**src/rtl/button_emulator_pkg.sv**
```systemverilog
// Shared types and constants for the button press emulator.
package button_emulator_pkg;

   typedef enum logic [2:0] {
      S_IDLE,
      S_PRESS_HI,
      S_PRESS_LO,
      S_HOLD,
      S_REL_LO,
      S_REL_HI,
      S_FINISH
   } state_t;

   localparam int unsigned LFSR_W    = 16;
   localparam logic [15:0] LFSR_SEED = 16'hACE1;
   // Feedback taps 16,14,13,11 expressed as a bit mask over q[15:0].
   localparam logic [15:0] LFSR_TAPS = 16'hB400;

endpackage

```
**src/rtl/lfsr16.sv**
```systemverilog
// Free-running 16-bit Fibonacci LFSR used as the bounce jitter source.
module lfsr16
   import button_emulator_pkg::*;
(
   input  logic              clk,
   input  logic              reset,
   output logic [LFSR_W-1:0] q
);

   always_ff @(posedge clk or negedge reset) begin
      if (!reset) q <= LFSR_SEED;
      else        q <= {q[LFSR_W-2:0], ^(q & LFSR_TAPS)};
   end

endmodule

```
**src/rtl/button_emulator.sv**
```systemverilog
// Emulates one bouncy mechanical button press: press bounce, hold, release bounce.
module button_emulator
   import button_emulator_pkg::*;
#(
   parameter int unsigned CNT_W = 16,
   parameter int unsigned LEN_W = 8
) (
   input  logic             clk,
   input  logic             reset,
   input  logic             start,
   input  logic             abort,
   input  logic [CNT_W-1:0] hold_cycles,
   input  logic [3:0]       bounce_count,
   input  logic [LEN_W-1:0] bounce_len,
   input  logic [LEN_W-1:0] jitter_mask,
   output logic             button,
   output logic             busy,
   output logic             done,
   output logic [7:0]       press_count
);

   localparam int unsigned PH_W = LEN_W + 1;

   state_t           state, state_nxt;
   logic [CNT_W-1:0] cfg_hold, hold_cnt, hold_cnt_nxt, hold_src, hold_load;
   logic [3:0]       cfg_bc, pair_cnt, pair_cnt_nxt, bc_src;
   logic [LEN_W-1:0] cfg_len, cfg_mask, len_src, mask_src;
   logic [PH_W-1:0]  phase_cnt, phase_cnt_nxt, half_len, half_load;
   logic [LFSR_W-1:0] lfsr_q;
   logic             accept;
   logic             button_nxt, busy_nxt, done_nxt;
   logic             unused_lfsr;

   lfsr16 u_lfsr (
      .clk   (clk),
      .reset (reset),
      .q     (lfsr_q)
   );

   assign unused_lfsr = ^lfsr_q[LFSR_W-1:LEN_W];

   // In IDLE the first phase length is taken from the live inputs, later from the latched copy.
   assign accept   = (state == S_IDLE) && start && !abort;
   assign len_src  = (state == S_IDLE) ? bounce_len   : cfg_len;
   assign mask_src = (state == S_IDLE) ? jitter_mask  : cfg_mask;
   assign hold_src = (state == S_IDLE) ? hold_cycles  : cfg_hold;
   assign bc_src   = (state == S_IDLE) ? bounce_count : cfg_bc;

   always_comb begin
      half_len = PH_W'(len_src) + PH_W'(lfsr_q[LEN_W-1:0] & mask_src);
      if (half_len == '0) half_len = PH_W'(1);
      half_load = half_len - PH_W'(1);
      hold_load = (hold_src == '0) ? '0 : hold_src - CNT_W'(1);
   end

   always_ff @(posedge clk or negedge reset) begin
      if (!reset) state <= S_IDLE;
      else        state <= state_nxt;
   end

   always_comb begin
      state_nxt     = state;
      phase_cnt_nxt = phase_cnt;
      hold_cnt_nxt  = hold_cnt;
      pair_cnt_nxt  = pair_cnt;
      if (abort && (state != S_IDLE)) begin
         state_nxt = S_IDLE;
      end else begin
         case (state)
            S_IDLE: if (accept) begin
               pair_cnt_nxt = bc_src;
               if (bc_src == '0) begin
                  state_nxt    = S_HOLD;
                  hold_cnt_nxt = hold_load;
               end else begin
                  state_nxt     = S_PRESS_HI;
                  phase_cnt_nxt = half_load;
               end
            end
            S_PRESS_HI, S_REL_LO: begin
               if (phase_cnt == '0) begin
                  state_nxt     = (state == S_PRESS_HI) ? S_PRESS_LO : S_REL_HI;
                  phase_cnt_nxt = half_load;
               end else begin
                  phase_cnt_nxt = phase_cnt - PH_W'(1);
               end
            end
            S_PRESS_LO: begin
               if (phase_cnt != '0) begin
                  phase_cnt_nxt = phase_cnt - PH_W'(1);
               end else if (pair_cnt <= 4'd1) begin
                  state_nxt    = S_HOLD;
                  hold_cnt_nxt = hold_load;
                  pair_cnt_nxt = cfg_bc;
               end else begin
                  state_nxt     = S_PRESS_HI;
                  phase_cnt_nxt = half_load;
                  pair_cnt_nxt  = pair_cnt - 4'd1;
               end
            end
            S_HOLD: begin
               if (hold_cnt != '0) begin
                  hold_cnt_nxt = hold_cnt - CNT_W'(1);
               end else if (cfg_bc == '0) begin
                  state_nxt = S_FINISH;
               end else begin
                  state_nxt     = S_REL_LO;
                  phase_cnt_nxt = half_load;
               end
            end
            S_REL_HI: begin
               if (phase_cnt != '0) begin
                  phase_cnt_nxt = phase_cnt - PH_W'(1);
               end else if (pair_cnt <= 4'd1) begin
                  state_nxt = S_FINISH;
               end else begin
                  state_nxt     = S_REL_LO;
                  phase_cnt_nxt = half_load;
                  pair_cnt_nxt  = pair_cnt - 4'd1;
               end
            end
            S_FINISH: state_nxt = S_IDLE;
            default:  state_nxt = S_IDLE;
         endcase
      end
   end

   // Outputs are decoded from the next state so they are registered without extra latency.
   always_comb begin
      button_nxt = 1'b0;
      busy_nxt   = 1'b0;
      done_nxt   = 1'b0;
      if (state_nxt != S_IDLE) busy_nxt = 1'b1;
      case (state_nxt)
         S_PRESS_HI, S_HOLD, S_REL_HI: button_nxt = 1'b1;
         S_FINISH:                     done_nxt   = 1'b1;
         default:                      ;
      endcase
   end

   always_ff @(posedge clk or negedge reset) begin
      if (!reset) begin
         button      <= 1'b0;
         busy        <= 1'b0;
         done        <= 1'b0;
         press_count <= '0;
         phase_cnt   <= '0;
         hold_cnt    <= '0;
         pair_cnt    <= '0;
         cfg_hold    <= '0;
         cfg_bc      <= '0;
         cfg_len     <= '0;
         cfg_mask    <= '0;
      end else begin
         button    <= button_nxt;
         busy      <= busy_nxt;
         done      <= done_nxt;
         phase_cnt <= phase_cnt_nxt;
         hold_cnt  <= hold_cnt_nxt;
         pair_cnt  <= pair_cnt_nxt;
         if (done_nxt) press_count <= press_count + 8'd1;
         if (accept) begin
            cfg_hold <= hold_cycles;
            cfg_bc   <= bounce_count;
            cfg_len  <= bounce_len;
            cfg_mask <= jitter_mask;
         end
      end
   end

endmodule

```
**config.mk**
```make
export PLATFORM = sky130hd
export DESIGN_NAME = button_emulator
export DESIGN_NICKNAME = d
export VERILOG_FILES = /design/src/rtl/button_emulator_pkg.sv /design/src/rtl/lfsr16.sv /design/src/rtl/button_emulator.sv
export SDC_FILE = /design/constraint.sdc
export NUM_CORES = 1
export LEC_CHECK = 0
export ABC_AREA = 0
export ABC_CLOCK_PERIOD_IN_PS = 6680
export CORE_MARGIN = 3
export CORE_UTILIZATION = 58
export CTS_CLUSTER_DIAMETER = 80
export DETAILED_ROUTE_END_ITERATION = 8
export MAX_ROUTING_LAYER = met4
export PLACE_DENSITY_LB_ADDON = 0.25
export SETUP_SLACK_MARGIN = 0.02
export SLEW_MARGIN = 20
export SYNTH_ARGS = -nofsm -noshare
export SYNTH_HDL_FRONTEND = slang
export SYNTH_SLANG_ARGS = --single-unit
```
**constraint.sdc**
```tcl
create_clock -name clk -period 6.68 [get_ports clk]
set_input_delay 1.002 -clock clk [delete_from_list [all_inputs] [get_ports clk]]
set_output_delay 1.002 -clock clk [all_outputs]
set_load 0.005 [all_outputs]
```
==> run metrics <==
kind of critical path=register to register; clock slew at reported path FFs=0.09 ns; average cell area after synthesis=9.450 um2; Arrival @ worst endpoint=5.06 ns; GR Overflow Total=0; RSZ-0062 raised after global routing=false; clk_lat worst skew=between 0.3 and 0.4 ns; Gates resized, CTS repair=0; initial antenna violation count=0; post-route ant nets=0; chip height=between 100 and 150 um; Post-Syn Area=roughly 0.0057 mm2; ant diodes=0; Yosys top cell area share=38.02%; EDFF count, synth=0; TritonCTS buffer count=9; DIE WIDTH=105.4 um; f_max=207.8 MHz; H-tree depth=3; hold path cells=0; placed cells=764; Synthesis Warnings=0; area growth from synthesis to layout=14.18%; area leader, netlist=dfrtp_1; Max Slew Vio Count=0; # port buffers=50; filler instances=735; largest family of logic cells by synthesized area=simple AND/OR/NAND/NOR gates; pre-CTS setup slack=1.805 ns; mux cell area share after synthesis=10.31%; Clock Skew=0.01913 ns; I/O Pins=51; Reg-to-Reg Start=state[2]$_DFF_PN0_; CTS Hold Bufs=0; worst-path fanout max=17; Setup TNS=0 ns; Final Setup Violations=0; gr usage total=24.76%; Synth Area in Compound Gates=16.36%; WL/cell=between 15 and 20 um; FF-to-FF End=phase_cnt[8]$_DFFE_PN0P_; Int Power=0.001502 W; Final Non-Filler Cells=782; hpwl dp=approximately 9500 um; Synth cell types=68; Sw Share=42.74%; Slew HR=33.72%; via count=4751; Max Root-Sink Buffers=2; worst setup margin=1.867 ns; postcts setup bufs=0; Layout Nets=704; hold crit path type=register to register; Final min period=4.813 ns; clock group share of total power=14.1%; first-pass GRT wire length=22140 um; Critical Path Start Type=register; Initial Util=between 60% and 70%; Tot Pwr=0.002622 W; Sinks on Clock Net=95; HP Start=u_lfsr.q[9]$_DFF_PN0_; vias in the first global route=4638; post-synthesis net count=around 660; max_cap viols=0; status=complete, no violations; Rows=35; combinational share of power=49.1%; most common cell after layout, fill and taps aside=dfrtp_1; most frequent cells in the layout=87 x dfrtp_1, 71 x nand2_1, 49 x clkdlybuf4s50_1, 46 x nor2_1; Detailed Route WL=about 13000 um; flop-to-flop setup slack=1.87 ns; Tcrit/Tclk final=72.05%; sequential share of the synthesized area=41.69%; Initial DRT Pass Iterations=5; CTS Root Cell=clkbuf_8; routability cong.=0.8739; Reg power frac=36.8%; Primary FF master, synth=dfrtp_1; Synth Area in XOR/XNOR=5.506%; CTS tree=yes; Crit. End Element=register; Synth Area in Simple Gates=between 10% and 20%; layout cells sized above 1=12.40%; worst slew pin tran=0.9906 ns; flop and latch count out of synthesis=95; reg2reg path depth=17; Cells after Synth=606; endpoints failing hold=0; Adder-Cell Fraction of Synth Area=roughly 3.6%; worst hold endpoint=u_lfsr.q[10]$_DFF_PN1_; Critical Path RT=6.93 ns; Post-route DRC=0; Iter 0 DRT Violations=303; FFs w/ async S/R, synth=100.0%; Area contributors post-synth=dfrtp_1 38%, mux2_2 7.9%, nand2_1 4.7%; static leakage=2.721 nW; largest net degree at the start of global routing=72; core area=between 0.009 and 0.01 mm2; peak supply drop=0.1879 mV; die area=0.01110 mm2; Via density=6.075; Pwr per Cell Area=401.1 mW/mm2; Psw=between 0.001 and 0.0015 W
cells in the mapped netlist (all sizes together), types with 2 or more instances:
library cell and count:
dfrtp 87, nand2 72, nor2 47, o21ai 47, mux2 40, a21oi 27
nor3 25, xnor2 24, inv 16, clkbuf 15, ha 15, mux2i 14
nand3 13, or3 12, xor2 12, buf 11, nor4 10, a21boi 9
dfstp 8, nand4 8, a21o 6, a221oi 6, nor2b 6, a22oi 5
and2 5, or4 5, a31oi 4, o21a 4, a2111oi 3, and3 3
nand2b 3, nor3b 3, o22ai 3, o2bb2ai 3, o41a 3, a211oi 2
a32oi 2, and3b 2, nand3b 2, nand4b 2, nor4b 2, o21bai 2
o31ai 2
cell families after synthesis:
logic type	after synthesis
and+or+nand+nor	223
AOI/OAI and AO/OA	140
DFF	95
muxes	54
buffers and inverters	42
xor gates and xnor gates	36
adders and majority gates	16
metrics by stage:
stage / utilization [%] / instance area (um2) / hold slack (ns)
finish: 69.45 / 6539 / 0.3604
global route: 69.45 / 6539 / 0.3693
global placement: 67.08 / 6316 / 0.3368
CTS: 69.08 / 6504 / 0.3623
floorplan: - / 5727 / 0.3312
detailed placement: 67.08 / 6316 / 0.3387
flip-flops by register name, summed over array words and instances, names as in the netlist:
register	flops
busy	1
button	1
cfg_bc	4
cfg_hold	16
cfg_len	8
cfg_mask	8
done	1
hold_cnt	16
pair_cnt	4
phase_cnt	9
press_count	8
state	3
u_lfsr.q	16
power groups by stage:
| stage | sequential (W) | clock (W) | combinational, W |
|---|---|---|---|
| floorplan | 0.000907 | 0 | 0.00100 |
| global placement | 0.000956 | 0 | 0.00122 |
| detailed placement | 0.000971 | 0 | 0.00127 |
| CTS | 0.000960 | 0.000377 | 0.00127 |
| global route | 0.000996 | 0.000400 | 0.00145 |
| finish | 0.000966 | 0.000369 | 0.00129 |
routing by layer:
metal,GRT usage (%),routed length [um],part of all wire [%],vias up
li1,-,-,-,2286
met1,32.73,6026,46,2306
met2,39.85,6297,48,137
met3,3.552,664,5.0,22
met4,7.498,174,1.3,0
met5,-,0,0,-
worst max-delay path by stage:
stage                                   from                        to  slack [ns]  cells after the start
after floorplan           state[0]$_DFF_PN0_  phase_cnt[8]$_DFFE_PN0P_        1.89                     20
after global placement        jitter_mask[0]  phase_cnt[8]$_DFFE_PN0P_        1.95                     17
after detailed placement      jitter_mask[0]  phase_cnt[6]$_DFFE_PN0P_        1.81                     17
after CTS                 state[2]$_DFF_PN0_  phase_cnt[6]$_DFFE_PN0P_        1.87                     17
after global routing      state[2]$_DFF_PN0_  phase_cnt[8]$_DFFE_PN0P_        1.53                     17
final                     state[2]$_DFF_PN0_  phase_cnt[8]$_DFFE_PN0P_        1.87                     17
cell type report:
cell class | instances | area (um2) | share of cell area, %
clock buffers | 10 | 137.6 | 2.105
multi-input cells | 469 | 3172 | 48.51
clock inverters | 6 | 50.05 | 0.7654
flip-flops and latches | 95 | 2387 | 36.51
inverters | 16 | 60.06 | 0.9185
well taps | 129 | 161.4 | 2.468
repair buffers | 57 | 570.5 | 8.726
worst max-delay path, stage by stage (launching register included):
cell,delay [ns]
dfrtp_1,0.60
or3_1,0.67
nand2_1,0.16
a21boi_0,0.12
ha_1,0.23
fa_1,0.40
a21o_1,0.21
a221oi_1,0.39
xnor2_1,0.24
nor4_1,0.13
and3b_1,0.26
nor2_1,0.10
ha_1,0.18
nand2_1,0.08
or4_1,0.46
nor3_1,0.21
xor2_1,0.16
o21ai_0,0.08
(Power assumes the default switching activity.)
